## config.mk

```make
export PLATFORM = sky130hd
export DESIGN_NAME = rv32_multicycle_controller
export DESIGN_NICKNAME = d
export VERILOG_FILES = /design/src/rtl/rv32_multicycle_controller.sv
export SDC_FILE = /design/constraint.sdc
export NUM_CORES = 1
export LEC_CHECK = 0
export BUFFER_PORTS_ARGS = -buffer_cell sky130_fd_sc_hd__clkbuf_2
export CELL_PAD_IN_SITES_DETAIL_PLACEMENT = 0
export CELL_PAD_IN_SITES_GLOBAL_PLACEMENT = 1
export CORE_ASPECT_RATIO = 1.1
export CORE_UTILIZATION = 24
export CTS_CLUSTER_DIAMETER = 40
export CTS_CLUSTER_SIZE = 24
export DETAILED_ROUTE_END_ITERATION = 6
export PLACE_DENSITY = 0.61
export SYNTH_ARGS = -nofsm -noshare
export SYNTH_HDL_FRONTEND = slang
export SYNTH_SLANG_ARGS = --single-unit
```

## constraint.sdc

```tcl
create_clock -name i_clk -period 2.9 [get_ports i_clk]
set_input_delay 0.29 -clock i_clk [delete_from_list [all_inputs] [get_ports i_clk]]
set_output_delay 0.29 -clock i_clk [all_outputs]
set_load 0.01 [all_outputs]
```

## src/rtl/rv32_multicycle_controller.sv

```systemverilog
// RV32I multi-cycle control unit: FETCH/DECODE/EXEC/MEM/WB sequencer
// with req/ready memory handshakes, illegal-op and timeout traps.
module rv32_multicycle_controller #(
  parameter int XLEN           = 32,
  parameter int TIMEOUT_CYCLES = 16,
  parameter int TO_CNT_W       = 5
) (
  input  logic            i_clk,
  input  logic            i_rst,
  input  logic [XLEN-1:0] i_instruction,
  input  logic            i_imem_ready,
  input  logic            i_dmem_ready,
  input  logic            i_BrEq,
  input  logic            i_BrLt,
  output logic            imem_req,
  output logic            dmem_req,
  output logic            MemRW,
  output logic            PCWrite,
  output logic            PCSel,
  output logic [2:0]      ImmSel,
  output logic            BrUn,
  output logic            ASel,
  output logic            BSel,
  output logic [3:0]      ALUSel,
  output logic            RegWEn,
  output logic [1:0]      WBSel,
  output logic            illegal,
  output logic            fault,
  output logic [2:0]      state
);

  localparam logic [2:0] S_FETCH  = 3'd0;
  localparam logic [2:0] S_DECODE = 3'd1;
  localparam logic [2:0] S_EXEC   = 3'd2;
  localparam logic [2:0] S_MEM    = 3'd3;
  localparam logic [2:0] S_WB     = 3'd4;
  localparam logic [2:0] S_TRAP   = 3'd7;

  localparam logic [TO_CNT_W-1:0] TO_LAST =
    TO_CNT_W'(TIMEOUT_CYCLES > 0 ? TIMEOUT_CYCLES - 1 : 0);

  logic [31:0]         ir;
  logic                armed;
  logic [TO_CNT_W-1:0] to_cnt;
  logic [2:0]          nxt;

  logic [6:0] opc;
  logic [2:0] f3;
  logic [6:0] f7;
  assign opc = ir[6:0];
  assign f3  = ir[14:12];
  assign f7  = ir[31:25];

  logic op_r, op_i, op_ld, op_st, op_br;
  logic op_jal, op_jalr, op_lui, op_auipc;
  assign op_r     = opc == 7'b0110011;
  assign op_i     = opc == 7'b0010011;
  assign op_ld    = opc == 7'b0000011;
  assign op_st    = opc == 7'b0100011;
  assign op_br    = opc == 7'b1100011;
  assign op_jal   = opc == 7'b1101111;
  assign op_jalr  = opc == 7'b1100111;
  assign op_lui   = opc == 7'b0110111;
  assign op_auipc = opc == 7'b0010111;

  function automatic logic [3:0] alu_of(
    input logic [2:0] f,
    input logic       alt
  );
    case (f)
      3'b000:  alu_of = alt ? 4'd1 : 4'd0;
      3'b001:  alu_of = 4'd2;
      3'b010:  alu_of = 4'd3;
      3'b011:  alu_of = 4'd4;
      3'b100:  alu_of = 4'd5;
      3'b101:  alu_of = alt ? 4'd7 : 4'd6;
      3'b110:  alu_of = 4'd8;
      default: alu_of = 4'd9;
    endcase
  endfunction

  logic       d_legal, d_asel, d_bsel, d_brun, d_memrw;
  logic [2:0] d_imm;
  logic [3:0] d_alu;
  logic [1:0] d_wb;

  always_comb begin
    d_legal = 1'b0;
    d_asel  = 1'b0;
    d_bsel  = 1'b0;
    d_brun  = 1'b0;
    d_memrw = 1'b0;
    d_imm   = 3'd0;
    d_alu   = 4'd0;
    d_wb    = 2'd0;
    unique case (1'b1)
      op_r: begin
        d_wb    = 2'd1;
        d_alu   = alu_of(f3, ir[30]);
        d_legal = (f7 == 7'b0) ||
                  (f7 == 7'b0100000 &&
                   (f3 == 3'b000 || f3 == 3'b101));
      end
      op_i: begin
        d_bsel = 1'b1;
        d_wb   = 2'd1;
        // bit30 only selects SRAI; ADDI immediates may set it freely
        d_alu  = alu_of(f3, f3 == 3'b101 && ir[30]);
        if (f3 == 3'b001)
          d_legal = f7 == 7'b0;
        else if (f3 == 3'b101)
          d_legal = f7 == 7'b0 || f7 == 7'b0100000;
        else
          d_legal = 1'b1;
      end
      op_ld: begin
        d_bsel  = 1'b1;
        d_legal = f3 != 3'b011 && f3 != 3'b110 &&
                  f3 != 3'b111;
      end
      op_st: begin
        d_imm   = 3'd1;
        d_bsel  = 1'b1;
        d_memrw = 1'b1;
        d_legal = !f3[2] && f3 != 3'b011;
      end
      op_br: begin
        d_imm   = 3'd2;
        d_asel  = 1'b1;
        d_bsel  = 1'b1;
        d_brun  = f3[2] & f3[1];
        d_legal = f3 != 3'b010 && f3 != 3'b011;
      end
      op_jal: begin
        d_imm   = 3'd4;
        d_asel  = 1'b1;
        d_bsel  = 1'b1;
        d_wb    = 2'd2;
        d_legal = 1'b1;
      end
      op_jalr: begin
        d_bsel  = 1'b1;
        d_wb    = 2'd2;
        d_legal = f3 == 3'b000;
      end
      op_lui: begin
        d_imm   = 3'd3;
        d_bsel  = 1'b1;
        d_alu   = 4'd10;
        d_wb    = 2'd1;
        d_legal = 1'b1;
      end
      op_auipc: begin
        d_imm   = 3'd3;
        d_asel  = 1'b1;
        d_bsel  = 1'b1;
        d_wb    = 2'd1;
        d_legal = 1'b1;
      end
      default: ;
    endcase
  end

  logic taken, waiting, to_hit;
  assign taken = f3[2] ? (i_BrLt ^ f3[0]) : (i_BrEq ^ f3[0]);

  // armed keeps imem_req low until the first edge after reset release
  assign imem_req = state == S_FETCH && armed;
  assign dmem_req = state == S_MEM;
  assign RegWEn   = state == S_WB;
  assign PCWrite  = (state == S_EXEC && op_br) ||
                    (state == S_MEM && op_st && i_dmem_ready) ||
                    (state == S_WB);
  assign PCSel    = (state == S_EXEC && op_br && taken) ||
                    (state == S_WB && (op_jal || op_jalr));

  assign waiting = (imem_req && !i_imem_ready) ||
                   (dmem_req && !i_dmem_ready);
  assign to_hit  = TIMEOUT_CYCLES != 0 && waiting &&
                   to_cnt == TO_LAST;

  always_comb begin
    nxt = state;
    case (state)
      S_FETCH:
        if (imem_req && i_imem_ready) nxt = S_DECODE;
        else if (to_hit)              nxt = S_TRAP;
      S_DECODE: nxt = d_legal ? S_EXEC : S_TRAP;
      S_EXEC:
        if (op_br)               nxt = S_FETCH;
        else if (op_ld || op_st) nxt = S_MEM;
        else                     nxt = S_WB;
      S_MEM:
        if (i_dmem_ready) nxt = op_ld ? S_WB : S_FETCH;
        else if (to_hit)  nxt = S_TRAP;
      S_WB:    nxt = S_FETCH;
      default: nxt = S_TRAP;
    endcase
  end

  always_ff @(posedge i_clk or posedge i_rst) begin
    if (i_rst) begin
      state   <= S_FETCH;
      armed   <= 1'b0;
      ir      <= '0;
      to_cnt  <= '0;
      illegal <= 1'b0;
      fault   <= 1'b0;
      ImmSel  <= '0;
      ASel    <= 1'b0;
      BSel    <= 1'b0;
      ALUSel  <= '0;
      WBSel   <= '0;
      BrUn    <= 1'b0;
      MemRW   <= 1'b0;
    end else begin
      state  <= nxt;
      armed  <= 1'b1;
      to_cnt <= (waiting && !to_hit) ? to_cnt + 1'b1 : '0;
      if (imem_req && i_imem_ready)
        ir <= i_instruction[31:0];
      if (state == S_DECODE && !d_legal)
        illegal <= 1'b1;
      if (to_hit)
        fault <= 1'b1;
      if (state == S_DECODE && d_legal) begin
        ImmSel <= d_imm;
        ASel   <= d_asel;
        BSel   <= d_bsel;
        ALUSel <= d_alu;
        WBSel  <= d_wb;
        BrUn   <= d_brun;
        MemRW  <= d_memrw;
      end else if (nxt == S_FETCH) begin
        ImmSel <= '0;
        ASel   <= 1'b0;
        BSel   <= 1'b0;
        ALUSel <= '0;
        WBSel  <= '0;
        BrUn   <= 1'b0;
        MemRW  <= 1'b0;
      end
    end
  end

endmodule

```

# --- Word level (Yosys, flattened, before mapping) ---
# Cells that the tools add are included.
op_classes:
  addsub: 1
  multipliers: 0
  n_div: 0
  order_cmp: 0
  n_eq_ne: 25
  shift: 0
  n_mux: 37
  bitwise: 3
  n_reduce_logical: 44
op_table:
  columns: ["cell", "count"]
  rows:
  - ["$pmux W4 S7", 2]
  - ["$eq A7 B6 Y1 const B", 4]
  - ["$mux W3", 9]
  - ["$eq A7 B7 Y1 const B", 3]
  - ["$logic_and A1 B1 Y1", 19]
  - ["$mux W1", 16]
  - ["$pmux W3 S5", 1]
  - ["$eq A7 B5 Y1 const B", 2]
  - ["$eq A3 B2 Y1 const B", 4]
  - ["$eq A3 B3 Y1 const B", 4]
  - ["$pmux W3 S4", 1]
  - ["$pmux W4 S3", 1]
  - ["$logic_not A3 Y1", 3]
  - ["$logic_or A1 B1 Y1", 9]
  - ["$mux W4", 2]
  - ["$reduce_or A8 Y1", 1]
  - ["$eq A7 B2 Y1 const B", 1]
  - ["$logic_not A7 Y1", 1]
  - ["$pmux W1 S7", 1]
  - ["$eq A3 B1 Y1 const B", 2]
  - ["$ne A3 B2 Y1 const B", 2]
  - ["$ne A3 B3 Y1 const B", 2]
  - ["$reduce_or A3 Y1", 2]
  - ["$add A5 B1 Y5 const B", 1]
  - ["10 further kinds", 17]
word_totals:
  regBits: 56
  latchBits: 0
  ramBits: 0
  romBits: 0
  input_bits: 38
  out_inout_bits: 23
  wordCells: 123
  memories: 0

# --- Depth between registers and ports, before layout ---
depth:
  depth_word: 11
  ltp_mapped: 10

# --- Worst setup path before layout ---
# OpenSTA, ideal clock, no wires.
synth_path:
  path_type: "register to register"
  startpoint: "reg to_cnt[0]"
  endpoint: "reg ALUSel[0]"
  arrival_time_ps: 2074
  path_slack_ps: 706
  stages_incl_launch_ff: 11
  path_buffers: 1
  period_less_slack_ps: 2194
  path_cell_list: "dfrtp_1 -> ha_1 -> and3_1 -> ha_1 -> inv_2 -> a211oi_4 -> a211oi_2 -> nand2_4 -> or2_1 -> buf_6 -> a31o_1"
synth_between:
  elab_chain_len: 7
synth_lines:
  columns: ["item", "line_no", "rtl"]
  rows:
  - ["from (decl)", "44", "logic [TO_CNT_W-1:0] to_cnt;"]
  - ["from (signal assigned)", "219", "to_cnt <= (waiting && !to_hit) ? to_cnt + 1'b1 : '0;"]
  - ["$eq A5 B4 Y1 *", "180", "to_cnt == TO_LAST;"]
  - ["$logic_and A1 B1 Y1 *", "179", "assign to_hit = TIMEOUT_CYCLES != 0 && waiting &&"]
  - ["$mux W3 *", "187, 195", null]
  - ["$mux W3, on equally long branches", "194, 186", null]
  - ["$pmux W3 S5 *", "184", "case (state)"]
  - ["$logic_not A3 Y1 *", "234", "end else if (nxt == S_FETCH) begin"]
  - ["$reduce_bool A2 Y1 (no source line) *", null, null]
  - ["to (signal assigned)", "230", "ALUSel <= d_alu;"]
  - ["to (decl)", "24", "output logic [3:0] ALUSel,"]
# Every way passes the cells marked *; elsewhere a longest branch is shown, timed or not.
# A chain may end at the register's enable or synchronous reset.

# --- Worst setup path in the final report ---
layout_path:
  startpoint: "reg to_cnt[0]"
  endpoint: "reg BSel"
layout_between:
  elab_chain_len: 7
layout_lines:
  columns: ["item", "line_no", "rtl"]
  rows:
  - ["$eq A5 B4 Y1 *", "180", null]
  - ["$logic_and A1 B1 Y1 *", "179", null]
  - ["$mux W3 *", "187, 195", null]
  - ["$mux W3, on equally long branches", "194, 186", null]
  - ["$pmux W3 S5 *", "184", null]
  - ["$logic_not A3 Y1 *", "234", null]
  - ["$reduce_bool A2 Y1 (no source line) *", null, null]
  - ["to (signal assigned)", "229", "BSel <= d_bsel;"]
  - ["to (decl)", "23", "output logic BSel,"]
# Marked as above.

==> results.sh <==
export IMPL_cp_top_family="compound AO/OA/AOI/OAI gates"
export IMPL_grt_pass1_vias=1734
export IMPL_vias_per_cell=4.79
export IMPL_synth_edf_count=0
export IMPL_critPathMaxFanout=8
export IMPL_pwr_share_seq=0.546
export IMPL_ys_seq_elements=41
export IMPL_critPathMaxStageDelay_ns=0.41
export IMPL_path_class="register to register"
export IMPL_avgSynthCellArea_um2=10.4
export IMPL_die_y_um=103
export IMPL_start_util=0.248
export IMPL_synth_nets=252
export IMPL_reg2regPathDepth=9
export IMPL_synthCells=212
export IMPL_grt_max_degree=26
export IMPL_postRouteAntennaNets=0
export IMPL_swShare=0.202
export IMPL_path_cells="ha_1 -> and3_1 -> ha_1 -> inv_2 -> a211oi_4 -> a211oi_2 -> nand2_4 -> or2_1 -> a31o_1"
export IMPL_grt_pass1_wl_um=8820
export IMPL_drtIter0Drc=87
export IMPL_slew_headroom=0.489
export IMPL_drt_wl_total_um=5230
export IMPL_nets=295
export IMPL_yosys_top_cells_area="dfrtp_1 46%, mux2_1 4.6%, mux2_2 4.1%"
export IMPL_p_comb_frac=0.031
export IMPL_cts_setup_buffers=0
export IMPL_h_tree_depth=2
export IMPL_dieArea_um2=9590
export IMPL_tritoncts="done"
export IMPL_synth_most_common_cell="dfrtp_1"
export IMPL_hold_buffers=0
export IMPL_grt_total_usage=0.119
export IMPL_coreArea_um2=8920
export IMPL_io_buffers=45
export IMPL_min_period_ns=2.39
export IMPL_fmax_mhz=419
export IMPL_power_density_nw_per_um2=396
export IMPL_synth_area_leader_cell="dfrtp_1"
export IMPL_ys_flop_type="dfrtp_1"
export IMPL_leakagePower_uw=0.00113
export IMPL_synth_yosys_seq_area_share=0.464
export IMPL_timing_final_max_slew_violations=0
export IMPL_crit_path_frequent_cell="ha_1"
export IMPL_drc=0
export IMPL_layout_area_seq_um2=1030
export IMPL_clock_skew_ns=0.00428
export IMPL_end_kind="register"
export IMPL_crit_cells=9
export IMPL_synth_top_area_share=0.464
export IMPL_post_cts_resized=0
export IMPL_synthTopCellsByCount="41 x dfrtp_1, 14 x nand2_1, 13 x a21oi_1"
export IMPL_area_growth_pct=19.6
export IMPL_min_period_over_period=0.824
export IMPL_cts_sinks=41
export IMPL_overflow=0
export IMPL_ir_drop_v=0.000129
export IMPL_ys_types=54
export IMPL_setup_viol=0
export IMPL_hold_viol=0
export IMPL_fp_row_count=36
export IMPL_internal_power_uw=836
export IMPL_syn_area_um2=2210
export IMPL_num_vias=1769
export IMPL_required_ns=3.08
export IMPL_final_area_um2=2640
export IMPL_dp_hpwl_um=3870
export IMPL_final_setup_tns_ns=0
export IMPL_crit_slowest_cell="dfrtp_1"
export IMPL_cts_buffers=5
export IMPL_synth_warnings=0
export IMPL_multi_input_area_um2=1080
export IMPL_cp_num_buf_inv=1
export IMPL_cts_max_path_buffers=2
export IMPL_clk_latency_ns=0.29
export IMPL_finalPower_uw=1050
export IMPL_num_fill_cells=978
export IMPL_run_status="finished, final reports clean"
export IMPL_die_width_um=93.5
export IMPL_grt_antenna_before_repair=0
export IMPL_p_clk_frac=0.423
export IMPL_gp_congestion=0.792
export IMPL_dr_pass1_iters=4
export IMPL_num_io_pins=61
export IMPL_synthArstFlopShare=1.00
export IMPL_arrival_ns=2.57
export IMPL_path_clk_slew_ns=0.08
export IMPL_hold_path_class="primary input to asynchronous set/reset pin"
export IMPL_switching_power_uw=212
export IMPL_rsz0062_at_grt="false"
export IMPL_tightest_slew_ns=0.766
export IMPL_postPlaceCellArea_um2=2540
export IMPL_n_antenna_cell=0
export IMPL_routedWlPerCell_um=14.2
export IMPL_startpoint_type="register"
export IMPL_cap_violations=0
export IMPL_root_buffer="clkbuf_8"
export IMPL_drive_gt1_frac=0.298
## worst paths after layout
check | from | endpoint | slack [ns]
setup / recovery | to_cnt[0] | BSel | 0.51
hold / removal | i_rst | ImmSel[1] | 0.11
setup reg to reg | to_cnt[0] | BSel | 0.51
hold reg to reg | to_cnt[0] | to_cnt[0] | 0.47
max in group asynchronous | i_rst | ImmSel[0] | 2.00
min in group i_clk | i_instruction[29] | ir[29] | 0.21
## per-layer routing
metal / wire, um / vias to the layer above / track usage
met5: 0 / - / 0
met4: 102 / 0 / 0.0485
met3: 274 / 8 / 0.0280
met2: 2390 / 50 / 0.189
met1: 2460 / 851 / 0.156
li1: - / 860 / -
## per-stage QoR
stage	worst slack (ns)	hold slack, ns	util	instances
3_5_place_dp	0.526	0.460	0.285	362
6_report	0.511	0.113	0.296	369
3_3_place_gp	0.511	0.460	0.285	362
5_1_grt	0.338	0.176	0.296	369
4_1_cts	0.498	0.156	0.296	369
2_1_floorplan	0.706	0.422	-	212
## flip-flops by register name, indices dropped and copies added, names as in the netlist
name	cells
ALUSel	4
ASel	1
BSel	1
BrUn	1
ImmSel	3
MemRW	1
WBSel	2
armed	1
fault	1
illegal	1
ir	17
state	3
to_cnt	5
## power by group through the flow
stage          registers, uW  logic (uW)  clock network [uW]
4_1_cts                  572        34.3                 461
3_3_place_gp             584        33.6                   0
2_1_floorplan            584        12.2                   0
6_report                 572        32.2                 443
5_1_grt                  572        37.9                 483
3_5_place_dp             584        34.3                   0
## area by class of cell
| type | count | area share |
|---|---|---|
| multi-input cells | 150 | 0.409 |
| flip-flops and latches | 41 | 0.388 |
| repair buffers | 50 | 0.0994 |
| well taps | 114 | 0.0540 |
| clock buffers | 5 | 0.0260 |
| clock inverters | 2 | 0.0133 |
| inverters | 7 | 0.00994 |
## worst register-to-register path: cells and delay by family, from the launching register on
family / cells / cell delay, ns
AO/OA/AOI/OAI: 3 / 0.69
buffers and inverters: 1 / 0.10
flip-flops: 1 / 0.41
AND/OR/NAND/NOR: 3 / 0.66
adder cells (fa/ha/maj): 2 / 0.42
## kinds of logic (layout without fill, tap and decap cells)
group | Yosys count | count (layout) | share of synthesized area
AND/OR/NAND/NOR | 71 | 71 | 0.193
AO/OA/AOI/OAI | 53 | 53 | 0.172
flip-flops | 41 | 41 | 0.464
buffers and inverters | 21 | 64 | 0.0464
multiplexers | 19 | 19 | 0.0957
XOR/XNOR | 4 | 4 | 0.0159
adder cells (fa/ha/maj) | 2 | 2 | 0.0113
other | 1 | 1 | 0.00170
## cell usage in the layout (no fill, tap or decap), types with 5 or more instances in the layout
master    instances
a31o_1            6
buf_4             5
inv_1             6
mux2_2            8
clkbuf_2         45
a21oi_1          13
mux2_1            9
dfrtp_1          41
o21ai_1           8
nand2_1          14
clkbuf_8          5
nor2_1           12
nand3_1           5
o211ai_1          7
Note: power is estimated with default switching activity, not from simulation.
